File: src/rtl/wts_tone_generator_nch_pkg.sv
// Shared definitions for the time-multiplexed tone generator: wave-length codes,
// legal channel-count bounds and the wave-size helper.
package wts_pkg;

  typedef enum logic [1:0] {
    WLEN_BASE = 2'd0,
    WLEN_X2   = 2'd1,
    WLEN_X4   = 2'd2,
    WLEN_X8   = 2'd3
  } wave_len_e;

  localparam int CH_NUM_MIN = 1;
  localparam int CH_NUM_MAX = 8;
  localparam int ADDR_W_MIN = 4;

  // log2 of the wave size in samples for a given address width and length code
  function automatic int wave_shift(input int addr_w, input wave_len_e len);
    return addr_w - 3 + int'(len);
  endfunction

endpackage

File: src/rtl/wts_tone_generator_nch_if.sv
// Per-slot control bundle for the tone generator: the register values presented
// for the channel serviced in the current cycle.
interface wts_tone_generator_nch_if
  import wts_pkg::*;
#(
  parameter int FREQ_W = 12
) ();

  logic              address_reset;
  logic              enable;
  logic              one_shot;
  wave_len_e         wave_length;
  logic [FREQ_W-1:0] frequency_count;

  modport master (
    output address_reset, enable, one_shot, wave_length, frequency_count
  );

  modport slave (
    input address_reset, enable, one_shot, wave_length, frequency_count
  );

endinterface

File: src/rtl/wts_tone_generator_nch_step.sv
// Combinational next-state for one channel slot; a single instance is shared by
// every channel through the slot multiplexer in the top level.
module wts_tone_step
  import wts_pkg::*;
#(
  parameter int FREQ_W = 12,
  parameter int ADDR_W = 7
) (
  wts_tone_generator_nch_if.slave ctrl,
  input  logic [ADDR_W-1:0] cur_address,
  input  logic [FREQ_W-1:0] cur_count,
  input  logic              cur_done,
  output logic [ADDR_W-1:0] nxt_address,
  output logic [FREQ_W-1:0] nxt_count,
  output logic              nxt_done,
  output logic              half_timing
);

  logic [ADDR_W:0]   size;
  logic [ADDR_W-1:0] mask;
  logic [ADDR_W-1:0] inc;

  assign size = (ADDR_W+1)'(1) << wave_shift(ADDR_W, ctrl.wave_length);
  assign mask = ADDR_W'(size - 1'b1);
  // Masking on the step (not on the stored value) lets a shrunk length resume from masked+1
  assign inc  = (cur_address + 1'b1) & mask;

  always_comb begin
    nxt_address = cur_address;
    nxt_count   = cur_count;
    nxt_done    = cur_done;
    if (ctrl.address_reset) begin
      nxt_address = '0;
      nxt_count   = ctrl.frequency_count;
      nxt_done    = 1'b0;
    end else if (ctrl.enable && !cur_done) begin
      if (cur_count != '0) begin
        nxt_count = cur_count - 1'b1;
      end else begin
        nxt_count = ctrl.frequency_count;
        if (ctrl.one_shot && (cur_address == mask)) begin
          nxt_done = 1'b1;
        end else begin
          nxt_address = inc;
        end
      end
    end
  end

  assign half_timing = ctrl.enable && !cur_done &&
                       (cur_count == (ctrl.frequency_count >> 1));

endmodule

File: src/rtl/wts_tone_generator_nch.sv
// Time-multiplexed N-channel wave-table tone address generator: one channel is
// serviced per cycle, selected by `active`, with state held in per-channel arrays.
module wts_tone_generator_nch
  import wts_pkg::*;
#(
  parameter int  CH_NUM = 5,
  parameter int  FREQ_W = 12,
  parameter int  ADDR_W = 7,
  localparam int SEL_W  = (CH_NUM > 1) ? $clog2(CH_NUM) : 1
) (
  input  logic              nreset,
  input  logic              clk,
  input  logic [SEL_W-1:0]  active,
  input  logic              address_reset,
  input  logic              reg_enable,
  input  logic              reg_one_shot,
  input  logic [1:0]        reg_wave_length,
  input  logic [FREQ_W-1:0] reg_frequency_count,
  output logic [ADDR_W-1:0] wave_address,
  output logic              half_timing,
  output logic              wave_end
);

  logic [ADDR_W-1:0] address_q [CH_NUM];
  logic [FREQ_W-1:0] count_q   [CH_NUM];
  logic              done_q    [CH_NUM];

  logic              valid;
  logic [SEL_W-1:0]  sel;
  logic [ADDR_W-1:0] nxt_address;
  logic [FREQ_W-1:0] nxt_count;
  logic              nxt_done;
  logic              step_half;

  // Out-of-range slots are idle: outputs forced low, array index parked on 0
  assign valid = (int'(active) < CH_NUM);
  assign sel   = valid ? active : '0;

  wts_tone_generator_nch_if #(.FREQ_W(FREQ_W)) ctrl ();

  assign ctrl.address_reset   = address_reset;
  assign ctrl.enable          = reg_enable;
  assign ctrl.one_shot        = reg_one_shot;
  assign ctrl.wave_length     = wave_len_e'(reg_wave_length);
  assign ctrl.frequency_count = reg_frequency_count;

  wts_tone_step #(
    .FREQ_W (FREQ_W),
    .ADDR_W (ADDR_W)
  ) u_step (
    .ctrl        (ctrl),
    .cur_address (address_q[sel]),
    .cur_count   (count_q[sel]),
    .cur_done    (done_q[sel]),
    .nxt_address (nxt_address),
    .nxt_count   (nxt_count),
    .nxt_done    (nxt_done),
    .half_timing (step_half)
  );

  always_ff @(posedge clk or negedge nreset) begin
    if (!nreset) begin
      for (int i = 0; i < CH_NUM; i++) begin
        address_q[i] <= '0;
        count_q[i]   <= '0;
        done_q[i]    <= 1'b0;
      end
    end else if (valid) begin
      address_q[sel] <= nxt_address;
      count_q[sel]   <= nxt_count;
      done_q[sel]    <= nxt_done;
    end
  end

  // Reset gates the outputs too, since a cleared channel with freq 0 would otherwise strobe
  assign wave_address = (nreset && valid) ? address_q[sel] : '0;
  assign wave_end     = nreset && valid && done_q[sel];
  assign half_timing  = nreset && valid && step_half;

endmodule

File: config.mk
export PLATFORM = sky130hd
export DESIGN_NAME = wts_tone_generator_nch
export DESIGN_NICKNAME = d
export VERILOG_FILES = /design/src/rtl/wts_tone_generator_nch_pkg.sv /design/src/rtl/wts_tone_generator_nch_if.sv /design/src/rtl/wts_tone_generator_nch_step.sv /design/src/rtl/wts_tone_generator_nch.sv
export SDC_FILE = /design/constraint.sdc
export NUM_CORES = 1
export LEC_CHECK = 0
export BUFFER_PORTS_ARGS = -buffer_cell sky130_fd_sc_hd__clkbuf_2
export CORE_UTILIZATION = 35
export DETAILED_ROUTE_END_ITERATION = 10
export PLACE_DENSITY = 0.61
export RECOVER_POWER = 100
export SLEW_MARGIN = 20
export SYNTH_ARGS = -nofsm -noshare
export SYNTH_HDL_FRONTEND = slang
export SYNTH_SLANG_ARGS = --single-unit
File: constraint.sdc
create_clock -name clk -period 5.2 [get_ports clk]
set_clock_uncertainty 0.15 [all_clocks]
set_input_delay 1.3 -clock clk [delete_from_list [all_inputs] [get_ports clk]]
set_output_delay 1.3 -clock clk [all_outputs]
set_load 0.02 [all_outputs]
* Word-level counts from Yosys, hierarchy flattened
Cells that the tools add are included.
** Storage, ports and cells
- Bits in registers :: 100
- Input bits :: 22
** Operators by class
- $add $sub $neg :: 4
- $lt $le $gt $ge :: 3
- Equality and inequality tests :: 2
- Shifts and indexed selects :: 1
- Mux-type cells :: 31
- Bitwise logic cells :: 2
- Reduce and logical (&&, ||, !) cells :: 9
** Operators by type and width (count)
- $mux 12 :: 6
- $bwmux 60 :: 1
- $mux 7 :: 8
- $bmux 12 s3 :: 1
- $demux 12 s3 :: 1
- $bwmux 35 :: 1
- $shl 1x32->7 const A :: 1
- $bmux 7 s3 :: 1
- $demux 7 s3 :: 1
- $eq 12x11->1 :: 1
- $reduce_bool 12->1 :: 1
- $sub 12x1->12 const B :: 1
- $add 7x1->7 const B :: 1
- $and 7x7->7 :: 1
- $eq 7x7->1 :: 1
- $logic_and 1x1->1 :: 7
- $mux 1 :: 7
- $sub 7x1->7 const B :: 1
- $bwmux 5 :: 1
- $add 3x2->4 const A :: 1
- $ge 4x4->1 const B :: 1
- $lt 4x1->1 const B :: 1
- $not 3->4 :: 1
- $bmux 1 s3 :: 1
- 4 further kinds :: 4

* Logic depth before layout (Yosys ltp)
Gate-level depths: netlist of run 1.
- Depth after elaboration :: 13
- Depth in mapped cells :: 16

* By module
Synthesis of run 1 repeated with hierarchy kept, for this count alone.
** Unflattened totals
- Cell total of the unflattened synthesis :: 524
- Area total of the unflattened synthesis :: 5542.8 um2
** Modules (own cells, without submodules)
- wts_tone_generator_nch :: instances 1, cells an instance 383, area an instance 4649.5 um2, sequential area each 2502.4 um2
- wts_tone_step :: instances 1, cells an instance 141, area an instance 893.4 um2, sequential area each 0.0 um2

* Worst setup path before layout of run 1
OpenSTA, ideal clock, no wires.
- Path kind :: input-to-output
- From :: input port active[0]
- To :: output port half_timing
- Data arrival time :: 3692 ps
- Setup slack :: 58 ps
- Stages on the path :: 11
- Path buffers :: 3
- Cell sequence :: buf_4 > buf_6 > buf_4 > nor2_1 > a21boi_0 > o22a_1 > nand2_1 > xor2_1 > a2111oi_0 > o2111ai_1 > nor4_1
** On the way
- Word-level cells in the longest chain between the ends :: 10
- Elaborated cells between the ends (all ways) :: 15
- Those cells by class :: 1 x order compare; 1 x eq/ne; 7 x mux; 1 x bitwise; 5 x reduce/logical
** Ends and longest elaborated chain
- start: declaration :: line wts_tone_generator_nch.sv:13 : input logic [SEL_W-1:0] active,
- parallel branches: the longest is 9 deep, another holds $lt 3x3->1
- $logic_and 1x1->1 * :: line wts_tone_generator_nch.sv:78 : assign half_timing = nreset && valid && step_half;
- end: declaration :: line wts_tone_generator_nch.sv:20 : output logic half_timing,
Every way passes the cells marked *. The select of a mux whose other input is x is not followed.

* Final worst setup path of run 1
- From :: input port active[2]
- To :: output port half_timing
The elaborated chain is that of the path after synthesis.

==> results of run 1 <==
## logic make-up (layout without fill, tap and decap cells)
group | count (synthesis) | after routing | share of synthesized area, %
buf+inv | 67 | 112 | 5.67
xor+xnor | 15 | 15 | 2.37
compound gates | 211 | 211 | 25.6
simple gates | 246 | 246 | 20.1
fa+ha+maj | 3 | 3 | 0.608
mux | 29 | 29 | 5.16
flops | 100 | 100 | 40.5
## per-layer routing
layer	global-route usage (%)	routed length, µm	vias to the layer above	share of wire [%]
li1	-	-	2555	-
met1	30.3	8600	2724	44
met2	36.4	9220	194	47
met3	4.09	1090	29	5.6
met4	8.49	538	0	2.8
met5	0	0	-	0
## sequential cells by signal, summed over array words and instances (netlist names)
name       count
address_q     35
count_q       60
done_q         5
## cell usage after synthesis, types with 6 or more instances
| cell | count |
|---|---|
| clkbuf_1 | 25 |
| o22ai_1 | 9 |
| mux2i_1 | 17 |
| a21oi_1 | 13 |
| nand2_1 | 107 |
| o221ai_1 | 6 |
| buf_4 | 7 |
| xor2_1 | 6 |
| nand3_1 | 12 |
| nor2_1 | 38 |
| o21ai_0 | 55 |
| dfrtp_1 | 100 |
| nand2b_1 | 14 |
| mux2_2 | 9 |
| nand4_1 | 7 |
| and2_1 | 6 |
| o31ai_1 | 22 |
| xnor2_1 | 7 |
| inv_1 | 14 |
| o21ai_1 | 15 |
| and3_1 | 7 |
| nor2b_1 | 10 |
| o211ai_1 | 9 |
| buf_2 | 9 |
| a211oi_1 | 6 |
| a221o_1 | 15 |
| nor3_1 | 14 |
| buf_6 | 8 |
## where the power goes
part           internal [W]  total [W]  switching, W
clock network      0.000339   0.000654      0.000315
registers          0.000925    0.00103      0.000104
logic              0.000263   0.000642      0.000379
## area by class of cell
cell class	instances	area (µm²)	area share, %
Inverter	16	60.1	0.871
Sequential cell	100	2500	36.3
Clock inverter	5	35.0	0.508
Multi-Input combinational cell	504	3250	47.0
Timing Repair Buffer	80	532	7.71
Tap cell	225	282	4.08
Clock buffer	11	243	3.52
## worst max-delay path: stages
cell and delay (ns):
clkbuf_2 0.22, buf_12 0.18, clkbuf_1 0.34, mux2_2 0.38, a221o_1 0.32, a21boi_0 0.30, xnor2_1 0.12, nor4_2 0.22
clkbuf_2 0.23
## per-stage QoR
stage | hold slack, ns | utilization, % | setup WS [ns] | total power, W | instances
finish | 0.325 | 40.0 | 0.124 | 0.00233 | 941
global route | 0.350 | 40.0 | 0.0256 | 0.00245 | 941
CTS | 0.326 | 40.6 | 0.122 | 0.00233 | 941
detailed placement | 0.310 | 39.0 | 0.134 | 0.00169 | 925
global placement | 0.308 | 39.0 | 0.127 | 0.00167 | 925
floorplan | 0.290 | - | 0.0582 | 0.00147 | 671
## final timing paths
path / from / to / cells past startpoint
min in group asynchronous: nreset / count_q[16]$_DFFE_PN0P_ / 2
setup / recovery: active[2] / half_timing / 9
hold / removal: address_q[10]$_DFFE_PN0P_ / address_q[10]$_DFFE_PN0P_ / 2
setup reg to reg: done_q[4]$_DFFE_PN0P_ / address_q[19]$_DFFE_PN0P_ / 9
hold reg to reg: address_q[10]$_DFFE_PN0P_ / address_q[10]$_DFFE_PN0P_ / 2
max in group asynchronous: nreset / count_q[8]$_DFFE_PN0P_ / 3
## layout by cell type, fill, tap and decap left out, types with 4 or more instances in the layout
cell type    n
nand2_1    107
dfrtp_1    100
o21ai_0     63
buf_4       44
nor2_1      39
clkbuf_2    27
o31ai_1     23
mux2i_1     19
a221o_1     15
nor3_1      14
inv_1       14
nand2b_1    14
a21oi_1     13
nand3_1     12
nor2b_1     10
o211ai_1    10
mux2_2       9
o22ai_1      9
clkbuf_16    9
o21ai_1      8
xnor2_1      8
clkbuf_1     8
and3_1       7
a211oi_1     7
nand4_1      7
o221ai_1     6
xor2_1       6
and2_1       6
a2bb2oi_1    5
a31oi_1      5
a221oi_2     4
o221a_2      4
a21boi_0     4
and4_1       4
==> impl_metrics.yaml, run 1 <==
clock_tree:
  clockBufferDepth: 2
  cts_max_level: 3
  clock_sinks: 100
  cts_tree: "built"
  cts_buffers: 9
  cts_setup_buffers: 0
  path_clk_slew_ns: 0.07
  clk_latency_ns: 0.37
  ctsResizeCount: 0
  ctsHoldBuffers: 0
  cts_root_buf: "clkbuf_16"
route:
  wl_mm: 19.4
  via_per_inst: 5.85
  ant_nets: 0
  wl_per_cell_um: 20.7
  via_count: 5502
  dr.first_iter.drc_count: 644
  first_pass_iters: 7
  drc: 0
job:
  maxCapViolations: 0
sta:
  slew_viol_final: 0
  fin_crit_sh_pct: 97.6
  rsz0062_at_grt: "false"
  layout_min_cycle_time_ns: 5.08
  hold_viol: 0
  fmax_ghz: 0.197
  worst_slew_pin_slew_ns: 1.45
  tns_ns: 0
  setup_viol: 0
  timing.slew.headroom_pct: 3.57
global_routing:
  grt_pass1_vias: 5338
  grt_pass1_wl_mm: 30.9
  grt_overflow: 0
  grt_max_degree: 57
  antenna_found_initial: 0
  gr-usage-all-layers_pct: 22.6
final_layout:
  num_antenna_cells: 0
  final_area_mm2: 0.00690
  syn_to_final_growth_pct: 11.7
  num-fill-cells: 1694
  nNetsFinal: 736
  layout-drive-gt1-share_pct: 17.5
floorplanning:
  ios: 31
  core-area_mm2: 0.0172
  die_x_um: 135
  fp.dieH_um: 135
  start_util_pct: 35.8
  dieArea_mm2: 0.0182
  fp-row-count: 48
pwr:
  p_leak_nw: 2.96
  peakVddDrop_mv: 0.164
  powerDensity_mw_per_mm2: 337
synthesis:
  synth_nets: 696
  ys_seq_area_share_pct: 40.5
  synth_area_leaders: "dfrtp_1, nand2_1, o21ai_0"
  syn_area_mm2: 0.00618
  synth_top_area_cell: "dfrtp_1"
  async_flop_share_pct: 100
  synth.top_cell.area_share_pct: 40.5
  synth_area_per_cell_um2: 9.21
  synth_flop_cell: "dfrtp_1"
  ys_seq_elements: 100
  synth-edff-count: 0
  yosysUniqueCellTypes: 88
  ys_warn_count: 0
  syn_inst: 671
min_path:
  hp-class: "flop to flop"
setup_path:
  start_kind: "input port"
  critPathKind: "input port to output pin"
  path_max_fanout: 15
  arrival_ns: 3.63
  r2r_setup_slack_ns: 1.55
  cp_data_required_time_ns: 3.75
  cp-end-kind: "output pin"
placement:
  place.gp.congestion: 0.980
  placed_cell_area_mm2: 0.00672
  dp_hpwl_mm: 13.9
  portBuffers: 30
status:
  status: "complete, no violations"
No activity file was read; power rests on OpenSTA's default activity.
==> run 2, diff against run 1 <==
CORE_UTILIZATION = 62   (was 35)
PLACE_DENSITY = 0.92   (was 0.61)
==> impl_metrics.yaml, run 2 (same netlist as run 1, synthesis figures left out) <==
floorplanning:
  dieArea_mm2: 0.0104
  die_x_um: 102
  fp.dieH_um: 102
  start_util_pct: 63.5
  fp-row-count: 36
  core-area_mm2: 0.00973
  ios: 31
clock_tree:
  clockBufferDepth: 2
  clk_latency_ns: 0.37
  cts_root_buf: "clkbuf_8"
  path_clk_slew_ns: 0.09
  cts_max_level: 3
  cts_tree: "built"
  clock_sinks: 100
  cts_buffers: 9
final_layout:
  num-fill-cells: 753
  num_antenna_cells: 0
  largestRegisters: "count_q: 60 flops, address_q: 35 flops, done_q: 5 flops"
  layout-drive-gt1-share_pct: 16.3
  largest_register: "count_q"
  syn_to_final_growth_pct: 7.43
  stdcell_count: 838
  final_common_cell: "nand2_1"
  nNetsFinal: 725
  final_cell_mix: "nand2_1, dfrtp_1, o21ai_0, nor2_1, buf_4"
  largest_reg_flops: 60
min_path:
  hp-class: "flop to flop"
  whs_path_depth: 2
  holdPathEnd: "done_q[3]$_DFFE_PN0P_"
  hp-start: "done_q[3]$_DFFE_PN0P_"
setup_path:
  cp-end-kind: "output pin"
  cp_data_required_time_ns: 3.75
  path_max_fanout: 12
  start_kind: "input port"
  r2r_setup_slack_ns: 1.51
  ff2ff_path_depth: 9
  slowest_delay_ns: 0.55
  crit_slowest_cell: "a2111oi_2"
  setup.worst_path.start: "active[2]"
  arrival_ns: 3.69
  timing.rr.end: "address_q[14]$_DFFE_PN0P_"
  critPathKind: "input port to output pin"
  crit_chain: "clkbuf_2, buf_4, nand2b_1, buf_4, o21ai_0, a2111oi_2, nand2_1, nor4_2, clkbuf_2"
  r2r_start: "done_q[4]$_DFFE_PN0P_"
sta:
  setup_viol: 0
  fin_crit_sh_pct: 98.9
  layout_min_cycle_time_ns: 5.14
  timing.slew.headroom_pct: -16.3
  worst_slew_pin_slew_ns: 1.75
  hold_viol: 0
  slew_viol_final: 71
  fmax_ghz: 0.194
route:
  first_pass_iters: 8
  wl_mm: 17.6
  wl_per_cell_um: 21.0
  via_per_inst: 6.76
  drc: 1
  ant_nets: 0
  via_count: 5661
  dr.first_iter.drc_count: 566
pwr:
  powerDensity_mw_per_mm2: 333
  total_power_w: 0.00221
  p_leak_nw: 2.87
  peakVddDrop_mv: 0.216
job:
  maxCapViolations: 1
global_routing:
  grt_max_degree: 71
  gr-usage-all-layers_pct: 35.7
  grt_pass1_vias: 5492
  antenna_found_initial: 0
  grt_pass1_wl_mm: 28.1
  grt_overflow: 0
placement:
  place.gp.congestion: 1.03
  dp_cells: 821
  portBuffers: 30
  dp_hpwl_mm: 12.5
status:
  status: "complete, but fails checks"
  violations: "DRC, capacitance limit, slew limit"
## run 2: cell type report
type	count	area, µm²	area share [%]
Inverter	16	60.1	0.905
Clock buffer	11	151	2.28
Timing Repair Buffer	69	440	6.64
Clock inverter	5	65.1	0.980
Tap cell	133	166	2.51
Multi-Input combinational cell	504	3250	49.0
Sequential cell	100	2500	37.7
## run 2: worst max-delay path, delay by kind of cell
family          cells  cell delay (ns)
simple gates        3             0.81
buf+inv             4             0.89
compound gates      2             0.69
## run 2: metal layers
metal | routed length [µm] | part of all wire (%) | vias up | GRT usage (%)
met2 | 8130 | 46 | 328 | 56.3
met5 | 0 | 0 | - | 0
li1 | - | - | 2536 | -
met1 | 6910 | 39 | 2724 | 46.5
met3 | 1590 | 9.0 | 73 | 7.11
met4 | 952 | 5.4 | 0 | 19.7
## run 2: worst max-delay path by stage
stage | depth (start not counted) | slack [ns] | to
after floorplan | 11 | 0.06 | half_timing
after global placement | 10 | 0.14 | half_timing
after detailed placement | 9 | 0.09 | half_timing
after CTS | 9 | 0.07 | half_timing
after global routing | 11 | -0.001 | half_timing
final | 9 | 0.06 | half_timing
## run 2: repair_timing
action,CTS,global route
gates resized for setup,0,4
hold buffers,0,0
setup buffers,0,1
setup endpoints to repair,0,1
## run 2: per-stage QoR
step                util [%]  area (µm²)  hold slack [ns]  worst slack (ns)  setup TNS, ns
floorplan                  -        6180            0.290            0.0582              0
global placement        66.8        6500            0.303             0.139              0
detailed placement      66.8        6500            0.320            0.0939              0
CTS                     69.1        6720            0.341            0.0747              0
global route            68.2        6640            0.361          -0.00141       -0.00141
finish                  68.2        6640            0.334            0.0572              0
## run 2: power breakdown
group,switching [W],leakage [nW],internal (W)
clock network,0.000288,0.111,0.000255
registers,0.000104,1.28,0.000924
logic,0.000383,1.48,0.000256
total,0.000775,2.87,0.00143
